`src/rtl/circle_raster_pkg.sv`:
```
// circle_raster_pkg
//   Shared types and constants for the circle rasteriser.
//   - state_e     : FSM state encoding
//   - MODE_*      : command mode (outline points / filled spans)
//   - LAST_IDX_*  : last candidate index per mode
//   - work_width  : signed working width for x, y, d and candidate coordinates
package circle_raster_pkg;

  typedef enum logic [1:0] {
    ST_IDLE = 2'd0,
    ST_EMIT = 2'd1,
    ST_STEP = 2'd2,
    ST_DONE = 2'd3
  } state_e;

  localparam logic       MODE_OUTLINE     = 1'b0;
  localparam logic       MODE_FILL        = 1'b1;
  localparam logic [2:0] LAST_IDX_OUTLINE = 3'd7;
  localparam logic [2:0] LAST_IDX_FILL    = 3'd3;

  // Two extra bits: one for the sign, one so x0 + r never overflows.
  localparam int WORK_PAD = 2;

  function automatic int work_width(input int coord_w);
    return coord_w + WORK_PAD;
  endfunction

endpackage

```
`src/rtl/circle_raster_gen_if.sv`:
```
// circle_raster_gen_if
//   Command and beat handshake bundle for circle_raster_gen.
//   Command side : x0_in, y0_in, r_in, color_in, fill_in, in_rts -> ; <- in_rtr
//   Beat side    : out_rts, out_xs, out_xe, out_y, out_color, done -> ; <- out_rtr
//   master = command decoder / framebuffer arbiter side, slave = rasteriser.
interface circle_raster_gen_if #(
  parameter int COORD_W = 10,
  parameter int COLOR_W = 12
);

  logic [COORD_W-1:0] x0_in;
  logic [COORD_W-1:0] y0_in;
  logic [COORD_W-1:0] r_in;
  logic [COLOR_W-1:0] color_in;
  logic               fill_in;
  logic               in_rts;
  logic               in_rtr;

  logic               out_rts;
  logic               out_rtr;
  logic [COORD_W-1:0] out_xs;
  logic [COORD_W-1:0] out_xe;
  logic [COORD_W-1:0] out_y;
  logic [COLOR_W-1:0] out_color;
  logic               done;

  modport master (
    output x0_in, y0_in, r_in, color_in, fill_in, in_rts, out_rtr,
    input  in_rtr, out_rts, out_xs, out_xe, out_y, out_color, done
  );

  modport slave (
    input  x0_in, y0_in, r_in, color_in, fill_in, in_rts, out_rtr,
    output in_rtr, out_rts, out_xs, out_xe, out_y, out_color, done
  );

endinterface

```
`src/rtl/circle_octant_sel.sv`:
```
// circle_octant_sel
//   Combinational candidate generator: maps the centre, the current midpoint
//   offsets (x, y), the candidate index and the mode to one output beat.
//   Ports: x0_i/y0_i centre, x_i/y_i signed offsets, idx_i candidate index,
//          mode_i outline/fill, xs_o/xe_o/y_o beat coordinates, valid_o beat
//          is to be emitted.
//   CIRCLE_CLIP_EN: when defined, off-screen candidates are dropped and fill
//   spans are clamped to the screen (SCREEN_W/SCREEN_H exist only then).
//   Otherwise every candidate is valid and coordinates wrap modulo 2^COORD_W.
module circle_octant_sel
  import circle_raster_pkg::*;
#(
  parameter int COORD_W = 10
`ifdef CIRCLE_CLIP_EN
 ,parameter int SCREEN_W = 640
 ,parameter int SCREEN_H = 480
`endif
) (
  input  logic [COORD_W-1:0]                   x0_i,
  input  logic [COORD_W-1:0]                   y0_i,
  input  logic signed [work_width(COORD_W)-1:0] x_i,
  input  logic signed [work_width(COORD_W)-1:0] y_i,
  input  logic [2:0]                           idx_i,
  input  logic                                 mode_i,
  output logic [COORD_W-1:0]                   xs_o,
  output logic [COORD_W-1:0]                   xe_o,
  output logic [COORD_W-1:0]                   y_o,
  output logic                                 valid_o
);

  localparam int WORK_W = work_width(COORD_W);

  logic signed [WORK_W-1:0] cx0, cy0;
  logic signed [WORK_W-1:0] axs, axe, ay;

  assign cx0 = signed'({{(WORK_W-COORD_W){1'b0}}, x0_i});
  assign cy0 = signed'({{(WORK_W-COORD_W){1'b0}}, y0_i});

  always_comb begin
    axs = cx0;
    axe = cx0;
    ay  = cy0;
    if (mode_i == MODE_FILL) begin
      case (idx_i[1:0])
        2'd0: begin axs = cx0 - x_i; axe = cx0 + x_i; ay = cy0 + y_i; end
        2'd1: begin axs = cx0 - x_i; axe = cx0 + x_i; ay = cy0 - y_i; end
        2'd2: begin axs = cx0 - y_i; axe = cx0 + y_i; ay = cy0 + x_i; end
        2'd3: begin axs = cx0 - y_i; axe = cx0 + y_i; ay = cy0 - x_i; end
      endcase
    end else begin
      case (idx_i)
        3'd0: begin axs = cx0 + x_i; ay = cy0 + y_i; end
        3'd1: begin axs = cx0 + y_i; ay = cy0 + x_i; end
        3'd2: begin axs = cx0 - y_i; ay = cy0 + x_i; end
        3'd3: begin axs = cx0 - x_i; ay = cy0 + y_i; end
        3'd4: begin axs = cx0 - x_i; ay = cy0 - y_i; end
        3'd5: begin axs = cx0 - y_i; ay = cy0 - x_i; end
        3'd6: begin axs = cx0 + y_i; ay = cy0 - x_i; end
        3'd7: begin axs = cx0 + x_i; ay = cy0 - y_i; end
      endcase
      axe = axs;
    end
  end

`ifdef CIRCLE_CLIP_EN
  localparam logic signed [WORK_W-1:0] MAX_X = WORK_W'(SCREEN_W - 1);
  localparam logic signed [WORK_W-1:0] MAX_Y = WORK_W'(SCREEN_H - 1);

  logic signed [WORK_W-1:0] cxs, cxe;
  logic                     unused_hi;

  // A point is a span with xs == xe, so one test covers both modes.
  always_comb begin
    cxs     = axs;
    cxe     = axe;
    valid_o = !ay[WORK_W-1] && (ay <= MAX_Y) && !axe[WORK_W-1] && (axs <= MAX_X);
    if (axs[WORK_W-1]) cxs = '0;
    if (axe > MAX_X)   cxe = MAX_X;
  end

  assign xs_o      = cxs[COORD_W-1:0];
  assign xe_o      = cxe[COORD_W-1:0];
  assign y_o       = ay[COORD_W-1:0];
  assign unused_hi = ^{cxs[WORK_W-1:COORD_W], cxe[WORK_W-1:COORD_W]};
`else
  logic unused_hi;

  assign valid_o   = 1'b1;
  assign xs_o      = axs[COORD_W-1:0];
  assign xe_o      = axe[COORD_W-1:0];
  assign y_o       = ay[COORD_W-1:0];
  assign unused_hi = ^{axs[WORK_W-1:COORD_W], axe[WORK_W-1:COORD_W], ay[WORK_W-1:COORD_W]};
`endif

endmodule

```
`src/rtl/circle_raster_gen.sv`:
```
// circle_raster_gen
//   Midpoint circle rasteriser. Takes one command (centre, radius, colour,
//   mode) and streams one pixel (outline) or one horizontal span (fill) per
//   beat, then pulses done.
//   Ports: clk, rst_ (async, active low), bus (circle_raster_gen_if.slave)
//   carrying the command handshake (in_rts/in_rtr) and the beat handshake
//   (out_rts/out_rtr) with out_xs/out_xe/out_y/out_color, plus done.
//   CIRCLE_CLIP_EN: enables screen clipping (adds SCREEN_W/SCREEN_H).
//
//   state | meaning
//   IDLE  | waiting for a command, in_rtr = 1
//   EMIT  | presenting candidates idx 0..last for the current (x, y)
//   STEP  | one bubble cycle advancing the midpoint (x, y, d)
//   DONE  | one-cycle done pulse, then back to IDLE
module circle_raster_gen
  import circle_raster_pkg::*;
#(
  parameter int COORD_W = 10,
  parameter int COLOR_W = 12
`ifdef CIRCLE_CLIP_EN
 ,parameter int SCREEN_W = 640
 ,parameter int SCREEN_H = 480
`endif
) (
  input logic                clk,
  input logic                rst_,
  circle_raster_gen_if.slave bus
);

  localparam int WORK_W = work_width(COORD_W);
  typedef logic signed [WORK_W-1:0] work_t;
  localparam work_t W_ONE = work_t'(1);

  state_e             state_q, state_d;
  logic [COORD_W-1:0] x0_q, x0_d, y0_q, y0_d;
  logic [COLOR_W-1:0] color_q, color_d;
  logic               mode_q, mode_d;
  work_t              x_q, x_d, y_q, y_d, d_q, d_d;
  logic [2:0]         idx_q, idx_d;

  logic               in_rtr_q, in_rtr_d;
  logic               out_rts_q, out_rts_d;
  logic               done_q, done_d;
  logic [COORD_W-1:0] out_xs_q, out_xs_d, out_xe_q, out_xe_d, out_y_q, out_y_d;
  logic [COLOR_W-1:0] out_color_q, out_color_d;

  logic               in_xfc, out_xfc;
  logic [2:0]         last_idx;
  work_t              r_ext, y_inc, x_dec;
  logic [COORD_W-1:0] cand_xs, cand_xe, cand_y;
  logic               cand_valid;

  assign in_xfc   = bus.in_rts & in_rtr_q;
  assign out_xfc  = out_rts_q & bus.out_rtr;
  assign last_idx = (mode_q == MODE_FILL) ? LAST_IDX_FILL : LAST_IDX_OUTLINE;
  assign r_ext    = work_t'({{(WORK_W-COORD_W){1'b0}}, bus.r_in});
  assign y_inc    = y_q + W_ONE;
  assign x_dec    = x_q - W_ONE;

  always_comb begin
    state_d = state_q;
    x0_d    = x0_q;
    y0_d    = y0_q;
    color_d = color_q;
    mode_d  = mode_q;
    x_d     = x_q;
    y_d     = y_q;
    d_d     = d_q;
    idx_d   = idx_q;
    unique case (state_q)
      ST_IDLE: begin
        if (in_xfc) begin
          x0_d    = bus.x0_in;
          y0_d    = bus.y0_in;
          color_d = bus.color_in;
          mode_d  = bus.fill_in;
          x_d     = r_ext;
          y_d     = '0;
          d_d     = W_ONE - r_ext;
          idx_d   = '0;
          state_d = ST_EMIT;
        end
      end
      ST_EMIT: begin
        // A clipped candidate has out_rts low, so it is skipped in one cycle.
        if (out_xfc || !out_rts_q) begin
          if (idx_q == last_idx) state_d = ST_STEP;
          else                   idx_d   = idx_q + 3'd1;
        end
      end
      ST_STEP: begin
        y_d = y_inc;
        if (d_q[WORK_W-1]) begin
          d_d = d_q + (y_inc <<< 1) + W_ONE;
        end else begin
          x_d = x_dec;
          d_d = d_q + ((y_inc - x_dec) <<< 1) + W_ONE;
        end
        idx_d   = '0;
        state_d = (x_d < y_d) ? ST_DONE : ST_EMIT;
      end
      ST_DONE: state_d = ST_IDLE;
      default: state_d = ST_IDLE;
    endcase
  end

  // Candidate for the next cycle is built from the next-state registers so the
  // output fields are registered and the first beat follows in_xfc by one cycle.
  circle_octant_sel #(
    .COORD_W (COORD_W)
`ifdef CIRCLE_CLIP_EN
   ,.SCREEN_W(SCREEN_W)
   ,.SCREEN_H(SCREEN_H)
`endif
  ) u_sel (
    .x0_i    (x0_d),
    .y0_i    (y0_d),
    .x_i     (x_d),
    .y_i     (y_d),
    .idx_i   (idx_d),
    .mode_i  (mode_d),
    .xs_o    (cand_xs),
    .xe_o    (cand_xe),
    .y_o     (cand_y),
    .valid_o (cand_valid)
  );

  always_comb begin
    in_rtr_d    = (state_d == ST_IDLE);
    done_d      = (state_d == ST_DONE);
    out_rts_d   = (state_d == ST_EMIT) && cand_valid;
    out_xs_d    = out_xs_q;
    out_xe_d    = out_xe_q;
    out_y_d     = out_y_q;
    out_color_d = out_color_q;
    // While stalled every _d equals its _q, so the reload below is a hold.
    if (state_d == ST_EMIT) begin
      out_xs_d    = cand_xs;
      out_xe_d    = cand_xe;
      out_y_d     = cand_y;
      out_color_d = color_d;
    end
  end

  always_ff @(posedge clk or negedge rst_) begin
    if (!rst_) begin
      state_q     <= ST_IDLE;
      x0_q        <= '0;
      y0_q        <= '0;
      color_q     <= '0;
      mode_q      <= MODE_OUTLINE;
      x_q         <= '0;
      y_q         <= '0;
      d_q         <= '0;
      idx_q       <= '0;
      in_rtr_q    <= 1'b1;
      out_rts_q   <= 1'b0;
      done_q      <= 1'b0;
      out_xs_q    <= '0;
      out_xe_q    <= '0;
      out_y_q     <= '0;
      out_color_q <= '0;
    end else begin
      state_q     <= state_d;
      x0_q        <= x0_d;
      y0_q        <= y0_d;
      color_q     <= color_d;
      mode_q      <= mode_d;
      x_q         <= x_d;
      y_q         <= y_d;
      d_q         <= d_d;
      idx_q       <= idx_d;
      in_rtr_q    <= in_rtr_d;
      out_rts_q   <= out_rts_d;
      done_q      <= done_d;
      out_xs_q    <= out_xs_d;
      out_xe_q    <= out_xe_d;
      out_y_q     <= out_y_d;
      out_color_q <= out_color_d;
    end
  end

  assign bus.in_rtr    = in_rtr_q;
  assign bus.out_rts   = out_rts_q;
  assign bus.out_xs    = out_xs_q;
  assign bus.out_xe    = out_xe_q;
  assign bus.out_y     = out_y_q;
  assign bus.out_color = out_color_q;
  assign bus.done      = done_q;

endmodule
```
`src/flat_wrapper.sv`:
```
// flat-port wrapper written by rule: the top's interface ports become plain ports
module circle_raster_gen_flat import circle_raster_pkg::*;
#(
  parameter int COORD_W = 10,
  parameter int COLOR_W = 12

)
  (clk, rst_, bus_x0_in, bus_y0_in, bus_r_in, bus_color_in, bus_fill_in, bus_in_rts, bus_out_rtr, bus_in_rtr, bus_out_rts, bus_out_xs, bus_out_xe, bus_out_y, bus_out_color, bus_done);
  circle_raster_gen_if #(.COORD_W(COORD_W), .COLOR_W(COLOR_W)) bus_i ();
  input logic clk;
  input logic rst_;
  input wire logic [$bits(bus_i.x0_in)-1:0] bus_x0_in;
  input wire logic [$bits(bus_i.y0_in)-1:0] bus_y0_in;
  input wire logic [$bits(bus_i.r_in)-1:0] bus_r_in;
  input wire logic [$bits(bus_i.color_in)-1:0] bus_color_in;
  input wire logic [$bits(bus_i.fill_in)-1:0] bus_fill_in;
  input wire logic [$bits(bus_i.in_rts)-1:0] bus_in_rts;
  input wire logic [$bits(bus_i.out_rtr)-1:0] bus_out_rtr;
  output wire logic [$bits(bus_i.in_rtr)-1:0] bus_in_rtr;
  output wire logic [$bits(bus_i.out_rts)-1:0] bus_out_rts;
  output wire logic [$bits(bus_i.out_xs)-1:0] bus_out_xs;
  output wire logic [$bits(bus_i.out_xe)-1:0] bus_out_xe;
  output wire logic [$bits(bus_i.out_y)-1:0] bus_out_y;
  output wire logic [$bits(bus_i.out_color)-1:0] bus_out_color;
  output wire logic [$bits(bus_i.done)-1:0] bus_done;
  assign bus_i.x0_in = bus_x0_in;
  assign bus_i.y0_in = bus_y0_in;
  assign bus_i.r_in = bus_r_in;
  assign bus_i.color_in = bus_color_in;
  assign bus_i.fill_in = bus_fill_in;
  assign bus_i.in_rts = bus_in_rts;
  assign bus_i.out_rtr = bus_out_rtr;
  assign bus_in_rtr = bus_i.in_rtr;
  assign bus_out_rts = bus_i.out_rts;
  assign bus_out_xs = bus_i.out_xs;
  assign bus_out_xe = bus_i.out_xe;
  assign bus_out_y = bus_i.out_y;
  assign bus_out_color = bus_i.out_color;
  assign bus_done = bus_i.done;
  circle_raster_gen #(.COORD_W(COORD_W), .COLOR_W(COLOR_W)) u_core (.clk(clk), .rst_(rst_), .bus(bus_i));
endmodule
```
`config.mk`:
```
export PLATFORM = sky130hd
export DESIGN_NAME = circle_raster_gen_flat
export DESIGN_NICKNAME = d
export VERILOG_FILES = /design/src/rtl/circle_raster_pkg.sv /design/src/rtl/circle_raster_gen_if.sv /design/src/rtl/circle_octant_sel.sv /design/src/rtl/circle_raster_gen.sv /design/src/flat_wrapper.sv
export SDC_FILE = /design/constraint.sdc
export NUM_CORES = 1
export LEC_CHECK = 0
export BUFFER_PORTS_ARGS = -buffer_cell sky130_fd_sc_hd__buf_2
export CAP_MARGIN = 20
export CORE_AREA = 10 10 218 200
export DETAILED_ROUTE_END_ITERATION = 10
export DIE_AREA = 0 0 228 210
export HOLD_SLACK_MARGIN = 0.03
export SYNTH_ARGS = -nofsm -noshare
export SYNTH_HDL_FRONTEND = slang
export SYNTH_SLANG_ARGS = --single-unit
```
`constraint.sdc`:
```
create_clock -name clk -period 4.1 [get_ports clk]
set_clock_uncertainty 0.2 [all_clocks]
set_input_delay 0.82 -clock clk [delete_from_list [all_inputs] [get_ports clk]]
set_output_delay 0.82 -clock clk [all_outputs]
set_load 0.02 [all_outputs]
```
# Word level (Yosys, flattened, before mapping)
# Index checks and enable logic that the tools add are counted.
[classes]
n_reduce_logical = 18
n_mux = 35
bitwise = 2
magnitude_cmp = 1
add_sub_neg = 17
eq_ne = 17
[op_table]
columns = ["cell", "n"]
rows = [
  ["10-bit one-hot mux with 4 select lines", 3],
  ["12-bit two-way mux", 8],
  ["12-bit one-hot mux with 2 select lines", 3],
  ["10-bit two-way mux", 7],
  ["10-bit adder", 4],
  ["10-bit one-hot mux with 2 select lines", 2],
  ["10-bit subtractor", 4],
  ["12-bit by 2-bit adder with 12-bit output (second input constant)", 3],
  ["12-bit adder", 2],
  ["2-bit OR reduction", 10],
  ["3-bit equality test (second input constant)", 4],
  ["12-bit less-than comparator", 1],
  ["3-bit two-way mux", 4],
  ["12-bit by 2-bit subtractor with 12-bit output (second input constant)", 1],
  ["1-bit by 10-bit subtractor with 11-bit output (first input constant)", 1],
  ["11-bit subtractor", 1],
  ["2-bit equality test (second input constant)", 5],
  ["3-bit one-hot mux with 3 select lines", 1],
  ["2-bit two-way mux", 4],
  ["2-bit one-hot mux with 4 select lines", 1],
  ["2-bit by 1-bit equality test with 1-bit output (second input constant)", 3],
  ["3-bit by 2-bit equality test with 1-bit output (second input constant)", 2],
  ["2-bit logical NOT", 3],
  ["3-bit by 1-bit adder with 3-bit output (second input constant)", 1],
  ["other kinds (10)", 12],
]
[totals]
output_inout_bits = 45
ff_bits = 119
input_bits = 47
elab_cells = 106

# Logic depth before layout (Yosys ltp)
[logic_depth]
word_depth = 9
depth_mapped = 20
depth_no_buf = 19

# Cells and area by module
# A second synthesis with hierarchy kept.
[hier_totals]
cells_unflattened = 1468
hier_area_um2 = 12132.9
[by_module_without_submodules]
columns = ["module", "area_each_um2", "instances", "seq_area_each_um2", "cells_per_inst"]
rows = [
  ["circle_raster_gen", 7402.1, 1, 2979.1, 833],
  ["circle_octant_sel", 4730.8, 1, 0.0, 635],
]

# Worst setup path before layout
# OpenSTA, ideal clock, no wires.
[synth_path]
path_type = "input to register"
from = "in bus_in_rts"
to = "reg u_core.out_y_q[7] (netlist: u_core.bus.out_y[7])"
n_path_buf = 3
arrival_time_ns = 4.460
setup_time_ns = 0.095
path_slack_ns = -0.655
t_required_ns = 3.805
cell_stages = 15
cell_sequence = "nand4bb_1 > clkbuf_1 > buf_1 > clkbuf_1 > mux2i_1 > inv_1 > ha_1 > o21bai_1 > a2111oi_0 > o21a_1 > nor2_1 > xnor2_1 > a221oi_1 > nor2_1 > o31ai_1"
[synth_via]
word_cells_on_any_way = 37
classes_between = "4 x add/sub; 11 x eq/ne; 15 x mux; 1 x bitwise; 6 x reduce/logical"
[synth_rtl]
columns = ["element", "line", "text"]
rows = [
  ["start: declaration", "flat_wrapper.sv:17", "input wire logic [$bits(bus_i.in_rts)-1:0] bus_in_rts;"],
  ["1-bit AND (*)", "circle_raster_gen.sv:53", "assign in_xfc = bus.in_rts & in_rtr_q;"],
  ["10-bit two-way mux (*)", "circle_raster_gen.sv:72", "if (in_xfc) begin"],
  ["10-bit two-way mux (*)", "circle_raster_gen.sv:70", "unique case (state_q)"],
  ["via u_core.u_sel.y0_i[1]", "circle_octant_sel.sv:20", "input logic [COORD_W-1:0] y0_i,"],
  ["10-bit subtractor (tied with other cells)", "circle_octant_sel.sv:46, circle_octant_sel.sv:56, circle_octant_sel.sv:59", ""],
  ["10-bit one-hot mux with 4 select lines, on equally long branches", "circle_octant_sel.sv:51, circle_octant_sel.sv:44", ""],
  ["10-bit two-way mux (*)", "circle_octant_sel.sv:43", "if (mode_i == MODE_FILL) begin"],
  ["end signal: assignment", "circle_raster_gen.sv:178", "out_y_q <= out_y_d;"],
  ["end: declaration", "circle_raster_gen.sv:44", "logic [COORD_W-1:0] out_xs_q, out_xs_d, out_xe_q, out_xe_d, out_y_q, out_y_d;"],
]
# The timed path passes the listed nets; every way through them passes the cells marked *.
# A chain may end at the register's enable or synchronous reset.

# Worst setup path after layout
[layout_path]
from = "reg u_core.x_q[0]"
to = "reg u_core.out_xe_q[9] (netlist: u_core.bus.out_xe[9])"
[layout_via]
elab_chain_cells = 7
word_cells_on_any_way = 14
classes_between = "3 x add/sub; 1 x order compare; 1 x eq/ne; 9 x mux"
[layout_lines]
columns = ["element", "line", "text"]
rows = [
  ["start: declaration", "circle_raster_gen.sv:38", "work_t x_q, x_d, y_q, y_d, d_q, d_d;"],
  ["start signal: assignment", "circle_raster_gen.sv:152", "x_q <= '0;"],
  ["start signal: assignment", "circle_raster_gen.sv:169", "x_q <= x_d;"],
  ["12-bit by 2-bit subtractor with 12-bit output (*)", "circle_raster_gen.sv:58", "assign x_dec = x_q - W_ONE;"],
  ["12-bit two-way mux (*)", "circle_raster_gen.sv:93", "if (d_q[WORK_W-1]) begin"],
  ["12-bit two-way mux (*)", "circle_raster_gen.sv:70", ""],
  ["12-bit one-hot mux with 2 select lines (*)", "circle_raster_gen.sv:70", ""],
  ["via u_core.u_sel.x_i[4]", "circle_octant_sel.sv:21", "input logic signed [work_width(COORD_W)-1:0] x_i,"],
  ["10-bit adder or 10-bit subtractor (tied branches)", "-", ""],
  ["10-bit one-hot mux with 4 select lines or 10-bit one-hot mux with 2 select lines (tied branches)", "circle_octant_sel.sv:51, circle_octant_sel.sv:44", ""],
  ["10-bit two-way mux (*)", "circle_octant_sel.sv:43", ""],
  ["end signal: assignment", "circle_raster_gen.sv:177", "out_xe_q <= out_xe_d;"],
  ["end: declaration", "circle_raster_gen.sv:44", ""],
]
# The timed path passes the listed nets; every way through them passes the cells marked *. The select of a mux whose other input is x is not followed.

==> run summary <==
Initial DRT Pass Iterations = 6
flop2flop setup slack = 0.10 ns
Max stage delay cell, worst path = dfrtp_2
Mapped Cells = 1,374
FFs w/ async S/R, synth = 100%
yosys warns = 0
Worst Hold Class = input pin to asynchronous set/reset pin
FMAX = 250 MHz
post-synthesis sequential element count = 118
initial antenna violation count = 2
count leader, synth = nand2_1
Tightest Pin Transition = 0.821 ns
die area = 47,900 sq um
CTS H-tree lvls = 4
total CTS buffers = 17
CTS Buffer Depth = 2
synthesized area = 11,600 sq um
CTS sink count = 118
root buf cell = clkbuf_16
Final Setup Violations = 0
layout cells sized above 1 = 31.9%
# rows = 69
sequential fraction of the synthesis area = 25.6%
area delta synth->final = 33.5%
final hold viol count = 0
Reg2Reg Launch Point = u_core.x_q[0]
I/O pin total = 92
Layout Nets = 1,828
Final Max Slew Viols = 0
fin cells = 2,198
Tot GR Track Use = 16.6%
Skew-Pair Late Insertion Delay = 0.44 ns
top cells by count, synth = 137 x nand2_1, 118 x ha_1, 117 x dfrtp_1
gpl congestion = 0.973
Buf/Inv on CP = 2
number of synthesized flops with an enable pin = 0
GR Overflow Total = 0
crit path time final = 4.00 ns
Final Cycle Share = 97.5%
Critical Path Stages = 19
CP max FO = 5
cells on worst reg2reg path = 19
initial DRC count = 808
Max-Cap Viols = 0
Die Y = 210 um
Via-to-Cell Ratio = 5.13
vias in the first global route = 11,300
port bufs = 91
RSZ-0062 raised after global routing = true
largest net degree at the start of global routing = 92
CTS tree = built
CP Launch Type = register
first-pass GRT wire length = 63,600 um
Reg-to-Reg End = u_core.bus.out_xe[9]
Netlist cell types = 76
Slew HR = 44.8%
CP arrival = 4.13 ns
DRC = 0
cell taking the most area after synthesis = dfrtp_1
Die Span X = 228 um
main area contributors after synthesis = dfrtp_1 25%, ha_1 13%, xnor2_1 6.4%
drt wl/cell = 18.6 um
syn_nets = 1,550
Core ar. = 38,900 sq um
Synth Area per Inst = 8.41 sq um
CP Class = register to register
Detailed Place HPWL = 32,000 um
outcome = complete, no violations
# hold bufs at CTS = 0
Crit path required time = 4.23 ns
Synth Flop Type = dfrtp_1
slowest cell delay on critical path = 0.45 ns
delay-heaviest family, CP = compound AO/OA/AOI/OAI gates
crit end category = register
Post-Route WL = 40,800 um
Starting Density = 29.7%
placed cells = 2,151
final design utilization = 39.6%
clock transition at the registers of the reported paths = 0.06 ns
via count = 11,300
area share of the largest cell type after synthesis = 25.3%
crit-path cells = inv_2, ha_4, nor3b_4, nand2_1, xnor2_2, nor2_1, nor2_1, o22a_2, ha_4, buf_4, nor2b_1, o21bai_1, o211ai_1, a21o_1, o31a_1, xor2_2, a221oi_2, nand4_1, o311ai_2
post-route ant nets = 0
Hold WS = 0.132 ns
==> cell families after synthesis <==
kind of cell	after synthesis	synth area share, %
DFF	118	25.6
buffers and inverters	154	5.52
adders and majority gates	129	14.7
xor gates and xnor gates	130	10.1
and+or+nand+nor	426	17.3
AOI/OAI and AO/OA	343	20.0
muxes	74	6.85
==> layout make-up <==
| cell class | count | area [sq um] |
|---|---|---|
| clock buffer | 18 | 429 |
| inverter | 80 | 304 |
| multi-input combinational | 1102 | 8540 |
| tap | 532 | 666 |
| clock inverter | 14 | 164 |
| sequential | 118 | 2960 |
| timing repair buffer | 333 | 2370 |
| fill | 3910 | 23500 |
| antenna | 1 | 2.50 |
==> per-stage QoR <==
stage	instance area (sq um)	TNS [ns]	setup slack, ns
detailed placement	14200	-4.57	-0.403
CTS	14900	0	0.00603
floorplan	11600	0	0.0109
finish	15400	0	0.103
global route	15400	-0.457	-0.110
global placement	14200	-3.77	-0.346
==> cells in the final DEF (no fill, tap or decap), drive strengths merged, types with 11 or more instances in the layout <==
cell and n:
o31ai 19, mux2i 33, a21o 16, nor2b 24
o22ai 13, o211ai 14, o21a 11, and3 11
a21oi 85, nor2 113, nor3 51, ha 118
buf 333, nand3 33, xnor2 85, dfrtp 117
fa 11, o21bai 25, clkbuf 18, a211oi 22
o21ai 60, nand2 137, mux2 41, inv 86
xor2 45
==> metal layers <==
| layer | routed length (um) | share of wire (%) | vias to the layer above | track usage (%) |
|---|---|---|---|---|
| met5 | 13 | 0.032 | - | 0 |
| met4 | 851 | 2.1 | 2 | 4.73 |
| met3 | 2540 | 6.2 | 48 | 3.21 |
| met2 | 17900 | 44 | 333 | 25.7 |
| met1 | 19600 | 48 | 5455 | 23.2 |
| li1 | - | - | 5436 | - |
==> how the worst max path moves through the flow <==
stage	startpoint	to	slack, ns
after global placement	bus_in_rts	u_core.bus.out_xe[9]	-0.35
final	u_core.x_q[0]	u_core.bus.out_xe[9]	0.10
after floorplan	bus_in_rts	u_core.bus.out_xe[9]	0.01
after CTS	u_core.x_q[0]	u_core.bus.out_xe[8]	0.006
after global routing	u_core.x_q[0]	u_core.bus.out_xs[9]	-0.11
after detailed placement	bus_in_rts	u_core.bus.out_xe[8]	-0.40
==> what timing repair did <==
item                       in CTS  in global routing
pin swaps                       4                 49
setup endpoints to repair      14                 18
buffers inserted                5                  9
resized for setup              10                103
==> registers in the layout, summed over array words and instances, names as in the netlist, 2 cells and up <==
signal / count
u_core.d_q: 12
u_core.color_q: 12
u_core.y0_q: 10
u_core.x0_q: 10
u_core.y_q: 12
u_core.bus.out_color: 12
u_core.bus.out_xs: 9
u_core.bus.out_y: 10
u_core.state_q: 2
u_core.bus.out_xe: 10
u_core.x_q: 12
u_core.idx_q: 3
Power is not shown: default switching activity piles up to over one toggle a cycle in this logic, so the estimate is an artifact.
